--- config.mk ---
export PLATFORM = sky130hd
export DESIGN_NAME = timer_arbiter
export DESIGN_NICKNAME = d
export VERILOG_FILES = /design/src/rtl/timer_arbiter.sv
export SDC_FILE = /design/constraint.sdc
export NUM_CORES = 1
export LEC_CHECK = 0
export BUFFER_PORTS_ARGS = -buffer_cell sky130_fd_sc_hd__buf_2
export CAP_MARGIN = 25
export CORE_UTILIZATION = 30
export DETAILED_ROUTE_END_ITERATION = 10
export PLACE_DENSITY_LB_ADDON = 0.2
export SYNTH_ARGS = -nofsm -noshare
export SYNTH_HDL_FRONTEND = slang
export SYNTH_SLANG_ARGS = --single-unit
--- constraint.sdc ---
create_clock -name clk -period 1.9 [get_ports clk]
set_input_delay 0.38 -clock clk [delete_from_list [all_inputs] [get_ports clk]]
set_output_delay 0.38 -clock clk [all_outputs]
set_load 0.005 [all_outputs]
--- src/rtl/timer_arbiter.sv ---
// timer_arbiter: two-master arbiter for the timer register port; define ARB_RR_EN for round-robin, else fixed m0 priority
module timer_arbiter #(
  parameter int DW = 32
) (
  input  logic          clk,
  input  logic          reset,
  input  logic          m0_req,
  input  logic [1:0]    m0_addr,
  input  logic          m0_we,
  input  logic [DW-1:0] m0_wdata,
  output logic          m0_gnt,
  output logic          m0_done,
  output logic [DW-1:0] m0_rdata,
  output logic          m0_err,
  input  logic          m1_req,
  input  logic [1:0]    m1_addr,
  input  logic          m1_we,
  input  logic [DW-1:0] m1_wdata,
  output logic          m1_gnt,
  output logic          m1_done,
  output logic [DW-1:0] m1_rdata,
  output logic          m1_err,
  output logic [1:0]    t_addr,
  output logic          t_wr_en,
  output logic [DW-1:0] t_wdata,
  input  logic [DW-1:0] t_rdata
);
  typedef enum logic [1:0] {IDLE, ACCESS, DONE} state_t;
  state_t state, state_nx;
  logic owner, last_owner, we_q, err_q, win, any_req, undef_addr;
  logic [1:0] addr_q;
  logic [DW-1:0] wdata_q, rdata0_q, rdata1_q;
  assign any_req = m0_req | m1_req;
  assign undef_addr = addr_q == 2'b11;
  // win selects master 1; only consulted when some request is present
`ifdef ARB_RR_EN
  assign win = (m0_req & m1_req) ? ~last_owner : m1_req;
`else
  assign win = ~m0_req;
`endif
  always_comb begin
    state_nx = IDLE;
    state_nx = state == IDLE ? (any_req ? ACCESS : IDLE) : state == ACCESS ? DONE : IDLE;
  end
  always_ff @(posedge clk) begin
    if (reset) begin
      state      <= IDLE;
      owner      <= 1'b0;
      last_owner <= 1'b1;
      addr_q     <= '0;
      we_q       <= 1'b0;
      wdata_q    <= '0;
      err_q      <= 1'b0;
      rdata0_q   <= '0;
      rdata1_q   <= '0;
    end else begin
      state <= state_nx;
      if (state == IDLE && any_req) begin
        owner   <= win;
        addr_q  <= win ? m1_addr : m0_addr;
        we_q    <= win ? m1_we : m0_we;
        wdata_q <= win ? m1_wdata : m0_wdata;
      end
      if (state == ACCESS) begin
        err_q <= undef_addr;
        if (owner) rdata1_q <= t_rdata;
        else rdata0_q <= t_rdata;
      end
      if (state == DONE) last_owner <= owner;
    end
  end
  assign t_addr   = addr_q;
  assign t_wdata  = wdata_q;
  assign t_wr_en  = state == ACCESS && we_q && !undef_addr;
  assign m0_gnt   = state == ACCESS && !owner;
  assign m1_gnt   = state == ACCESS && owner;
  assign m0_done  = state == DONE && !owner;
  assign m1_done  = state == DONE && owner;
  assign m0_err   = m0_done & err_q;
  assign m1_err   = m1_done & err_q;
  assign m0_rdata = rdata0_q;
  assign m1_rdata = rdata1_q;
endmodule
==> run metrics <==
most common cell in the netlist nand2_1; Internal Power 3.83 mW; initial drt markers 148; routability congestion estimate 0.719; diode count 0; kind of critical path flip-flop to primary output; DRT antenna net count 0; Hold Crit Class input port to flip-flop; final cell count without fillers 837; Critical Path RT 1.52 ns; worst slew pin tran 0.566 ns; FP Rows 42; CTS Buf Count 9; mean area per synthesized cell 8.95 um2; CTS clock-pin slew for the worst setup and hold paths 0.07 ns; final wirelength about 12 mm; number of I/O port buffers 210; cts hold-fix bufs 0; Primary FF master, synth dfxtp_1; initial core utilization 0.310; I/O pin count roughly 210; Worst setup SP type flip-flop; fin crit share 0.945; Max Transition Viols Final 0; first-pass GRT wire length 18.7 mm; RSZ-0062 raised after global routing no; synth cell count leaders nand2_1 (129), dfxtp_1 (103), a21oi_1 (102); status finished clean; fill cell count about 1400; Clock Power Share 0.375; die area 0.0143 mm2; Worst-Skew Late Latency 0.34 ns; HPWL after DPL around 8.6 mm; final hold vios 0; Sw Share 0.254; Period minus WS final 1.80 ns; setup TNS 0 ns; max_slew headroom 0.623; Setup-failing EPs final 0; largest net degree at the start of global routing 56; Root Driver clkbuf_16; Synth top area share 0.499; Die Wd between 100 and 150 um; Die Height 119 um; pwr/cell area 911 mW/mm2; wire per inst 14.3 um; Seq pwr share 0.465; Sink Count just over 100; share of cells above drive strength 1 0.410; NetSw 1.31 mW; Vias/cell 4.75; cell taking the most area after synthesis dfxtp_1; Core ar. 0.0133 mm2; Util after Layout 0.423; data arrival time of the worst path 1.42 ns; CTS tree done; htree depth 3; Yosys cell types 24; register area share after synthesis 0.499; post-synthesis cell count 462; FF/Latch Area 0.00206 mm2; Yosys reg bits 103; Area Growth Syn to Fin 36.6%; post-CTS setup buffer count 0; vias in the first global route between 3000 and 4000; max-cap violations 0; post-route clock skew 0.00493 ns; dpl cells 821; Via Count 3973; gr usage total 0.167; VDD IR-drop max 0.442 mV; share of synthesized registers carrying an async set or reset 0; CTS resizes 0; Critical Path Fanout Max 6; post-synthesis cell area 0.00413 mm2; Leak 2.59 nW; clk buf depth 2; GRT overflow 0; footprint of the multi-input gates 0.00186 mm2; Crit. End Element primary output; combinational power share 0.160; max frequency 0.557 GHz; drt first pass iters 5; # DRC 0; number of synthesized flops with an enable pin 0; # nets final 762; antenna violations before repair 0; Synth Warn # 0; WHS 0.279 ns; syn_nets about 570; Area contributors post-synth dfxtp_1 (50%), a21oi_1 (12%), nand2_1 (12%)
## worst max-delay path: stages, from the launching register on
cell and delay [ns]:
dfxtp_1 0.43, or3b_1 0.40, inv_2 0.12, buf_2 0.12
## power by group through the flow
stage | Sequential (mW) | Clock (mW) | Combinational [mW]
2_1_floorplan | 2.44 | 0 | 0.469
3_3_place_gp | 2.44 | 0 | 0.815
3_5_place_dp | 2.44 | 0 | 0.835
4_1_cts | 2.39 | 1.99 | 0.836
5_1_grt | 2.41 | 2.08 | 0.913
6_report | 2.39 | 1.93 | 0.824
## layer usage
layer | vias up | share of wire | track usage
met5 | - | 0 | 0
met4 | 0 | 0.015 | 0.0680
met3 | 13 | 0.085 | 0.0469
met2 | 160 | 0.48 | 0.284
met1 | 1832 | 0.42 | 0.196
li1 | 1968 | - | -
## cell usage in the layout, fill, tap and decap left out
cell type,netlist,routed
and2_1,2,2
nand3b_1,1,1
and2_4,1,1
and3_1,1,1
buf_4,1,11
nand2_1,129,129
clkbuf_16,0,9
buf_2,6,209
bufinv_16,0,2
a211oi_1,6,6
inv_2,3,3
o21ai_1,1,1
nor2_2,0,1
clkinv_2,0,2
a21oi_1,102,102
or3b_1,1,1
buf_12,0,3
dfxtp_1,103,103
mux2i_1,35,35
nor2b_1,2,2
a211oi_2,30,30
or2_1,1,1
clkbuf_1,26,3
nor3b_1,1,1
nor3_1,1,1
nand3_1,1,1
## cells by family (layout without fill, tap and decap cells)
logic type	Yosys count	count (layout)	share of synthesized area
AOI/OAI and AO/OA	139	139	0.226
buffers and inverters	43	242	0.0527
DFF	103	103	0.499
muxes	35	35	0.0847
and+or+nand+nor	142	142	0.137
## registers in the layout, summed over array words and instances (netlist names)
signal / flops
err_q: 1
t_addr: 2
owner: 1
we_q: 1
m0_rdata: 32
m1_rdata: 32
state: 2
t_wdata: 32
## final cells by class
type	count	share of cell area
Clock inverter	4	0.0124
Multi-Input combinational cell	316	0.329
Timing Repair Buffer	223	0.211
Sequential cell	103	0.365
Clock buffer	12	0.0419
Tap cell	176	0.0390
Inverter	3	0.00199
## through the flow
step           total power, mW  cell area (um2)  worst slack [ns]
5_1_grt                   5.40             5650           0.00797
6_report                  5.14             5650             0.104
3_3_place_gp              3.25             5340             0.356
4_1_cts                   5.21             5650            0.0641
3_5_place_dp              3.27             5340             0.327
2_1_floorplan             2.91             4130             0.396
## worst paths after layout
check,from,to,slack [ns],cells past startpoint
min reg2reg,m0_rdata[0],m0_rdata[0],0.45,2
max reg2reg,state[0],m0_rdata[10],0.41,5
max,state[0],m0_gnt,0.10,3
min,t_rdata[0],m0_rdata[0],0.28,3
Power figures use the tool's default switching activity.
